===== config.mk =====
export PLATFORM = sky130hd
export DESIGN_NAME = multicycle_control_unit
export DESIGN_NICKNAME = d
export VERILOG_FILES = /design/src/rtl/mips_ctrl_pkg.sv /design/src/rtl/multicycle_control_unit_alu_decoder.sv /design/src/rtl/multicycle_control_unit.sv
export SDC_FILE = /design/constraint.sdc
export NUM_CORES = 1
export LEC_CHECK = 0
export ABC_CLOCK_PERIOD_IN_PS = 3200
export BUFFER_PORTS_ARGS = -buffer_cell sky130_fd_sc_hd__buf_2
export CORE_MARGIN = 1
export CORE_UTILIZATION = 35
export CTS_BUF_LIST = sky130_fd_sc_hd__clkbuf_4 sky130_fd_sc_hd__clkbuf_8
export DETAILED_ROUTE_END_ITERATION = 10
export GPL_TIMING_DRIVEN = 0
export PLACE_DENSITY = 0.65
export SYNTH_ARGS = -nofsm -noshare
export SYNTH_HDL_FRONTEND = slang
export SYNTH_SLANG_ARGS = --single-unit

===== constraint.sdc =====
create_clock -name clk -period 3.2 [get_ports clk]
set_input_delay 0.64 -clock clk [delete_from_list [all_inputs] [get_ports clk]]
set_output_delay 0.64 -clock clk [all_outputs]
set_load 0.005 [all_outputs]

===== src/rtl/mips_ctrl_pkg.sv =====
// Shared constants for the multicycle MIPS control path: opcodes, funct codes,
// ALU operation encodings (also used by Data_Path's ALU) and FSM state encodings.
package mips_ctrl_pkg;

  localparam logic [5:0] OP_RTYPE = 6'b000000;
  localparam logic [5:0] OP_LW    = 6'b100011;
  localparam logic [5:0] OP_SW    = 6'b101011;
  localparam logic [5:0] OP_BEQ   = 6'b000100;
  localparam logic [5:0] OP_BNE   = 6'b000101;
  localparam logic [5:0] OP_ADDI  = 6'b001000;
  localparam logic [5:0] OP_ORI   = 6'b001101;

  localparam logic [5:0] FN_ADD = 6'b100000;
  localparam logic [5:0] FN_SUB = 6'b100010;
  localparam logic [5:0] FN_AND = 6'b100100;
  localparam logic [5:0] FN_OR  = 6'b100101;
  localparam logic [5:0] FN_NOR = 6'b100111;
  localparam logic [5:0] FN_SLT = 6'b101010;

  localparam logic [2:0] ALU_ADD = 3'b000;
  localparam logic [2:0] ALU_SUB = 3'b001;
  localparam logic [2:0] ALU_AND = 3'b010;
  localparam logic [2:0] ALU_OR  = 3'b011;
  localparam logic [2:0] ALU_NOR = 3'b100;
  localparam logic [2:0] ALU_SLT = 3'b101;

  localparam logic [3:0] S_FETCH  = 4'd0;
  localparam logic [3:0] S_DECODE = 4'd1;
  localparam logic [3:0] S_MEMADR = 4'd2;
  localparam logic [3:0] S_MEMRD  = 4'd3;
  localparam logic [3:0] S_MEMWB  = 4'd4;
  localparam logic [3:0] S_MEMWR  = 4'd5;
  localparam logic [3:0] S_EXEC   = 4'd6;
  localparam logic [3:0] S_ALUWB  = 4'd7;
  localparam logic [3:0] S_BRANCH = 4'd8;
  localparam logic [3:0] S_IMMEXE = 4'd9;
  localparam logic [3:0] S_IMMWB  = 4'd10;

endpackage


===== src/rtl/multicycle_control_unit_alu_decoder.sv =====
// Combinational R-type funct decoder: maps funct to an ALU operation and flags
// whether the funct is one the core implements.
module alu_decoder
  import mips_ctrl_pkg::*;
(
  input  logic [5:0] funct_i,
  output logic [2:0] alu_op_o,
  output logic       legal_o
);

  always_comb begin
    alu_op_o = ALU_ADD;
    legal_o  = 1'b1;
    case (funct_i)
      FN_ADD:  alu_op_o = ALU_ADD;
      FN_SUB:  alu_op_o = ALU_SUB;
      FN_AND:  alu_op_o = ALU_AND;
      FN_OR:   alu_op_o = ALU_OR;
      FN_NOR:  alu_op_o = ALU_NOR;
      FN_SLT:  alu_op_o = ALU_SLT;
      default: legal_o  = 1'b0;
    endcase
  end

endmodule


===== src/rtl/multicycle_control_unit.sv =====
// Main control FSM of the multicycle MIPS core: sequences fetch/decode/execute/
// memory/writeback, counts fetched instructions and flags illegal encodings.
module multicycle_control_unit
  import mips_ctrl_pkg::*;
#(
  parameter int COUNT_WIDTH = 32
) (
  input  logic                   clk,
  input  logic                   reset,
  input  logic [5:0]             opcode_i,
  input  logic [5:0]             funct_i,
  input  logic                   alu_zero_i,
  output logic                   enable_PC,
  output logic                   Selector_Addr,
  output logic                   enable_MemSys,
  output logic                   enable_RegIns,
  output logic                   enable_RF,
  output logic                   Selector_RF_WR,
  output logic                   Selector_RF_WD,
  output logic                   Selector_ALU_Src_A,
  output logic [1:0]             Selector_ALU_Src_B,
  output logic [2:0]             Selector_ALU_Op,
  output logic                   Selector_PC_Source,
  output logic [3:0]             state_o,
  output logic                   illegal_o,
  output logic [COUNT_WIDTH-1:0] instr_count_o
);

  logic [3:0]             state_q, state_d;
  logic                   illegal_q, illegal_d;
  logic [COUNT_WIDTH-1:0] count_q, count_d;
  logic [2:0]             funct_op;
  logic                   funct_legal;

  alu_decoder u_alu_decoder (
    .funct_i  (funct_i),
    .alu_op_o (funct_op),
    .legal_o  (funct_legal)
  );

  always_comb begin
    state_d   = S_FETCH;
    illegal_d = illegal_q;
    count_d   = count_q;
    case (state_q)
      S_FETCH: begin
        state_d = S_DECODE;
        count_d = count_q + COUNT_WIDTH'(1);
      end
      S_DECODE: begin
        case (opcode_i)
          OP_LW, OP_SW:     state_d = S_MEMADR;
          OP_BEQ, OP_BNE:   state_d = S_BRANCH;
          OP_ADDI, OP_ORI:  state_d = S_IMMEXE;
          OP_RTYPE: begin
            if (funct_legal) state_d = S_EXEC;
            else             illegal_d = 1'b1;
          end
          default:          illegal_d = 1'b1;
        endcase
      end
      S_MEMADR: state_d = (opcode_i == OP_SW) ? S_MEMWR : S_MEMRD;
      S_MEMRD:  state_d = S_MEMWB;
      S_EXEC:   state_d = S_ALUWB;
      S_IMMEXE: state_d = S_IMMWB;
      // MEMWB, MEMWR, ALUWB, BRANCH, IMMWB and unused encodings all return to FETCH.
      default:  state_d = S_FETCH;
    endcase
  end

  always_ff @(posedge clk or posedge reset) begin
    if (reset) begin
      state_q   <= S_FETCH;
      illegal_q <= 1'b0;
      count_q   <= '0;
    end else begin
      state_q   <= state_d;
      illegal_q <= illegal_d;
      count_q   <= count_d;
    end
  end

  always_comb begin
    enable_PC          = 1'b0;
    Selector_Addr      = 1'b0;
    enable_MemSys      = 1'b0;
    enable_RegIns      = 1'b0;
    enable_RF          = 1'b0;
    Selector_RF_WR     = 1'b0;
    Selector_RF_WD     = 1'b0;
    Selector_ALU_Src_A = 1'b0;
    Selector_ALU_Src_B = 2'b00;
    Selector_ALU_Op    = ALU_ADD;
    Selector_PC_Source = 1'b0;
    case (state_q)
      S_FETCH: begin
        enable_RegIns      = 1'b1;
        Selector_ALU_Src_B = 2'b01;
        enable_PC          = 1'b1;
      end
      S_DECODE: Selector_ALU_Src_B = 2'b11;
      S_MEMADR: begin
        Selector_ALU_Src_A = 1'b1;
        Selector_ALU_Src_B = 2'b10;
      end
      S_MEMRD:  Selector_Addr = 1'b1;
      S_MEMWB: begin
        enable_RF      = 1'b1;
        Selector_RF_WD = 1'b1;
      end
      S_MEMWR: begin
        Selector_Addr = 1'b1;
        enable_MemSys = 1'b1;
      end
      S_EXEC: begin
        Selector_ALU_Src_A = 1'b1;
        Selector_ALU_Op    = funct_op;
      end
      S_ALUWB: begin
        enable_RF      = 1'b1;
        Selector_RF_WR = 1'b1;
      end
      S_BRANCH: begin
        Selector_ALU_Src_A = 1'b1;
        Selector_ALU_Op    = ALU_SUB;
        Selector_PC_Source = 1'b1;
        if (opcode_i == OP_BEQ)      enable_PC = alu_zero_i;
        else if (opcode_i == OP_BNE) enable_PC = ~alu_zero_i;
      end
      S_IMMEXE: begin
        Selector_ALU_Src_A = 1'b1;
        Selector_ALU_Src_B = 2'b10;
        Selector_ALU_Op    = (opcode_i == OP_ORI) ? ALU_OR : ALU_ADD;
      end
      S_IMMWB:  enable_RF = 1'b1;
      default: ;
    endcase
  end

  assign state_o       = state_q;
  assign illegal_o     = illegal_q;
  assign instr_count_o = count_q;

endmodule


# Word level (Yosys, flattened, before mapping)

Cells that the tools add are included.

Output and inout port bits: 51
Word-level logic and storage cells: 63
Register bits after elaboration: 37

Bitwise logic cells: 2
Mux-type cells: 22
Equal/unequal tests: 23
$add $sub $neg: 1
Reductions and logical operators: 12

Operators by type and width:

| operator              | count |
|---|---|
| $eq 6x6->1 const B    | 8 |
| $add 32x1->32 const B | 1 |
| $pmux 4 s6            | 1 |
| $eq 4x3->1 const B    | 4 |
| $pmux 4 s4            | 1 |
| $pmux 3 s5            | 1 |
| $eq 4x4->1 const B    | 3 |
| $eq 6x3->1 const B    | 2 |
| $eq 6x4->1 const B    | 2 |
| $mux 1                | 12 |
| $reduce_or 6->1       | 2 |
| $reduce_or 2->1       | 5 |
| $pmux 3 s3            | 1 |
| $eq 4x2->1 const B    | 2 |
| $logic_not 6->1       | 1 |
| $mux 3                | 2 |
| $pmux 2 s3            | 1 |
| $eq 4x1->1 const B    | 1 |
| $logic_not 4->1       | 1 |
| $pmux 1 s2            | 2 |
| $reduce_or 4->1       | 1 |
| $reduce_and 3->1      | 1 |
| $reduce_or 3->1       | 1 |
| $mux 2                | 1 |
| other kinds (2)       | 3 |

# Depth between registers and ports, before layout

Word-level depth: 6
Depth in mapped cells: 7
Depth with buffers taken out: 6

# Hierarchy

A second synthesis with hierarchy kept.

Cell total of the unflattened synthesis: 205
Area, all modules: 2049.5 sq um

Modules (own cells, without submodules):

| module                  | sequential area each (sq um) | cells an instance | instances | area an instance (sq um) |
|---|---|---|---|---|
| multicycle_control_unit | 925.9                        | 192               | 1         | 1941.9 |
| alu_decoder             | 0.0                          | 13                | 1         | 107.6 |

# Worst setup path after synthesis

No wires, ideal clock.

Path type: input-to-output
Start: input port opcode_i[1]
End: output port Selector_ALU_Op[0]
Cell stages on the path: 4
Required time: 2560 ps
Arrival: 1600 ps
Buffers on the path: 0
Path slack: 960 ps
Cells stage by stage: nor3_1 nand2_1 or4_1 o211ai_1

Cells in the longest elaborated chain, start to end: 3

RTL lines:

| element     | RTL line                       | source |
|---|---|---|
| from (decl) | multicycle_control_unit.sv:10  | `input logic [5:0] opcode_i,` |
| $eq 6x4->1  | multicycle_control_unit.sv:133 | `Selector_ALU_Op = (opcode_i == OP_ORI) ? ALU_OR : ALU_ADD;` |
| $mux 2      | multicycle_control_unit.sv:133 |  |
| $pmux 3 s3  | multicycle_control_unit.sv:95  | `case (state_q)` |
| to (decl)   | multicycle_control_unit.sv:22  | `output logic [2:0] Selector_ALU_Op,` |

No other way between the ends.

# Worst setup path after layout

Start: register state_q[1], in the netlist state_o[1]
End: output port Selector_ALU_Op[0]

Cells in the longest elaborated chain, start to end: 2
Elaborated cells on any way between the ends: 4

RTL lines:

| element                                         | RTL line                      | source |
|---|---|---|
| from (decl)                                     | multicycle_control_unit.sv:29 | `logic [3:0] state_q, state_d;` |
| from (signal assigned)                          | multicycle_control_unit.sv:77 | `state_q <= state_d;` |
| $eq 4x4->1 / $eq 4x3->1 (equally long branches) | multicycle_control_unit.sv:95 |  |
| $pmux 3 s3 (*)                                  | multicycle_control_unit.sv:95 |  |

Every way passes the cells marked *; elsewhere a longest branch is shown, timed or not.

==> results_dict.tcl <==
set metrics [dict create \
    slew_viol_final 0 \
    grt_use_total_pct 15.46 \
    use_met3_pct 4.828 \
    r2r-start "state_o[3]" \
    power.clock.fraction_pct 29.5 \
    fp.dieW_um 79.29 \
    die_area_um2 6287 \
    core_area_um2 5642 \
    synth.avg_cell_area_um2 9.503 \
    timing.rr.end "instr_count_o[24]" \
    grt_pass1_wl_um 7548 \
    layout_commonest_cell "buf_2" \
    drive_above_1_share_pct 31.72 \
    final_cell_mix "buf_2 (63), dfrtp_1 (37), nand2_1 (23)" \
    startpoint "state_o[1]" \
    root_buffer "clkbuf_8" \
    ctsHtreeMaxLevel 2 \
    first_global_vias 1611 \
    seq_power_share_pct 41.4 \
    pwr-share-comb_pct 29.1 \
    p_int_uw 973.4 \
    overflow 0 \
    hpwl_um 3353 \
    wl_per_cell_um 12.45 \
    power_density_nw_per_um2 550.7 \
    crit_chain "clkbuf_1 > nand2b_1 > or4_1 > o211ai_1 > buf_2" \
    holdCritStartpoint "instr_count_o[31]" \
    whs_ns 0.4586 \
    clock_skew_ns 0.008113 \
    synthFlopType "dfrtp_1" \
    yosys_warnings 0 \
    async_flop_share_pct 100.0 \
    dr.first_iter.drc_count 104 \
    met1_usage_pct 21.28 \
    netSwitchingFraction_pct 32.31 \
    cts_hold_buf 0 \
    num_rows 27 \
    crit_family "simple AND/OR/NAND/NOR gates" \
    min_to "instr_count_o[31]" \
    ioPinCount 66 \
    crit_buf_inv 2 \
    dr.pass1.iters 4 \
    worst_path_max_delay_cell "or4_1" \
    cts_tree "built" \
    die_h_um 79.29 \
    r2r_slack_ns 0.91 \
    routed_wl_um 4508 \
    initial_core_util_pct 37.06 \
    worst_ep_required_time_ns 2.56 \
    final.min_clock_period_ns 2.719 \
    post-route-util_pct 46.29 \
    cts_setup_buffers 0 \
    postPlaceCellArea_um2 2491 \
    busiest_layer "met2" \
    p_total_uw 1438 \
    post_cts_resized 0 \
    place.port_buffers 62 \
    fin_tns_setup_ns 0 \
    synth.distinct_cells 49 \
    timing.fmax_ghz 0.3678 \
    insertion_delay_ns 0.29 \
    clock_sinks 37 \
    cp_max_fo 10 \
    met2_usage_pct 23.45 \
    vias 1795 \
    status "finished clean" \
    drv_cap 0 \
    crit_type "reg2out" \
    arrival_ns 2.08 \
    syn_nets 236 \
    net-switching-power_uw 464.5 \
    setup_viol 0 \
    cts_buffer_depth 2 \
    holdPathStages 1 \
    yosys_register_bits 37 \
    syn_area_um2 2091 \
    numCtsBuffers 5 \
    seq_area_frac_synth_pct 44.28 \
    rsz0062_at_grt "no" \
    max_stage_delay_ns 0.60 \
    fin_area_um2 2611 \
    area_delta_synth_final_pct 24.90 \
    p_leak_uw 0.001318 \
    period_share_pct 84.96 \
    drc 0 \
    relSlewSlack_pct 47.85 \
    min_path_type "reg2reg" \
    hold_viol_final 0 \
    antenna_found_initial 0 \
    critPathCaptureType "primary output" \
    antenna_left 0 \
    syn_inst 220 \
    grt_max_degree 38 \
    ir_drop_mv 0.3189 \
    synth_enable_flop_cells 0 \
    layout.nets 305 \
    viasPerCell 4.959 \
    diodes 0 \
    clk_pin_slew_ns 0.07 \
    worst_pin_slew_ns 0.7812 \
    start_kind "flip-flop" \
    globalplace.congestion 0.8427 \
    rr_worst_depth 7 \
]
## worst max-delay path by stage
stage | endpoint | slack (ns) | cells past startpoint
after floorplan | Selector_ALU_Op[0] | 0.96 | 4
after detailed placement | Selector_ALU_Op[0] | 0.55 | 6
final | Selector_ALU_Op[0] | 0.48 | 5
after global routing | Selector_ALU_Op[1] | 0.35 | 5
after global placement | Selector_ALU_Op[1] | 0.54 | 6
after CTS | Selector_ALU_Op[0] | 0.48 | 5
## state kept, by name, summed over array words and instances, names as in the netlist
| signal | cells |
|---|---|
| state_o | 4 |
| instr_count_o | 32 |
| illegal_o | 1 |
## per-layer routing
layer	wire length [um]	share of wire, %
met1	2169	48
met2	2116	47
met3	184	4.1
met4	36	0.80
met5	0	0
## final cells by class
cell class                      instances  area [um2]
Tap cell                               72       90.09
Buffer                                 10       46.29
Clock inverter                          1       30.03
Fill cell                             567        3030
Sequential cell                        37       925.9
Timing Repair Buffer                   62       310.3
Inverter                               12       50.05
Multi-Input combinational cell        161        1069
Clock buffer                            7       90.09
## Yosys cell counts (2+ instances only)
| cell type | count | area, um2 |
|---|---|---|
| xor2_1 | 17 | 148.9 |
| clkbuf_1 | 7 | 26.28 |
| nor4b_1 | 2 | 17.52 |
| and4_1 | 2 | 17.52 |
| dfrtp_1 | 37 | 925.9 |
| nand2_1 | 23 | 86.33 |
| nor2_2 | 4 | 25.02 |
| nand3_1 | 10 | 50.05 |
| nand2b_1 | 3 | 18.77 |
| or4_4 | 2 | 22.52 |
| o41ai_1 | 2 | 17.52 |
| xnor2_1 | 18 | 157.7 |
| or4_1 | 2 | 15.01 |
| inv_1 | 11 | 41.29 |
| nand4_1 | 8 | 50.05 |
| mux2_2 | 2 | 22.52 |
| and3_1 | 6 | 37.54 |
| a21oi_1 | 6 | 30.03 |
| nor3_1 | 9 | 45.04 |
| o21bai_1 | 2 | 15.01 |
| nor3_2 | 2 | 20.02 |
| o21ai_0 | 3 | 15.01 |
| nor2_1 | 16 | 60.06 |
## cells by family (layout without fill, tap and decap cells)
kind of cell / Yosys count / in the layout / share of synthesized area (%)
AOI/OAI and AO/OA: 19 / 19 / 6.224
xor gates and xnor gates: 35 / 35 / 14.66
adders and majority gates: 1 / 1 / 0.5983
buffers and inverters: 22 / 92 / 4.608
DFF: 37 / 37 / 44.28
muxes: 2 / 2 / 1.077
and+or+nand+nor: 104 / 104 / 28.55
## stage by stage
step | cells | worst slack [ns]
2_1_floorplan | 220 | 0.9603
3_3_place_gp | 354 | 0.5444
3_5_place_dp | 354 | 0.5472
4_1_cts | 362 | 0.4757
5_1_grt | 362 | 0.3538
6_report | 362 | 0.4813
## power by group through the flow
| stage | sequential [uW] | combinational [uW] | clock, uW |
|---|---|---|---|
| final | 595 | 419 | 424 |
| after floorplan | 590 | 267 | 0 |
| after global routing | 606 | 472 | 459 |
| after CTS | 594 | 425 | 442 |
| after global placement | 601 | 422 | 0 |
| after detailed placement | 601 | 424 | 0 |
(Power assumes the default switching activity.)
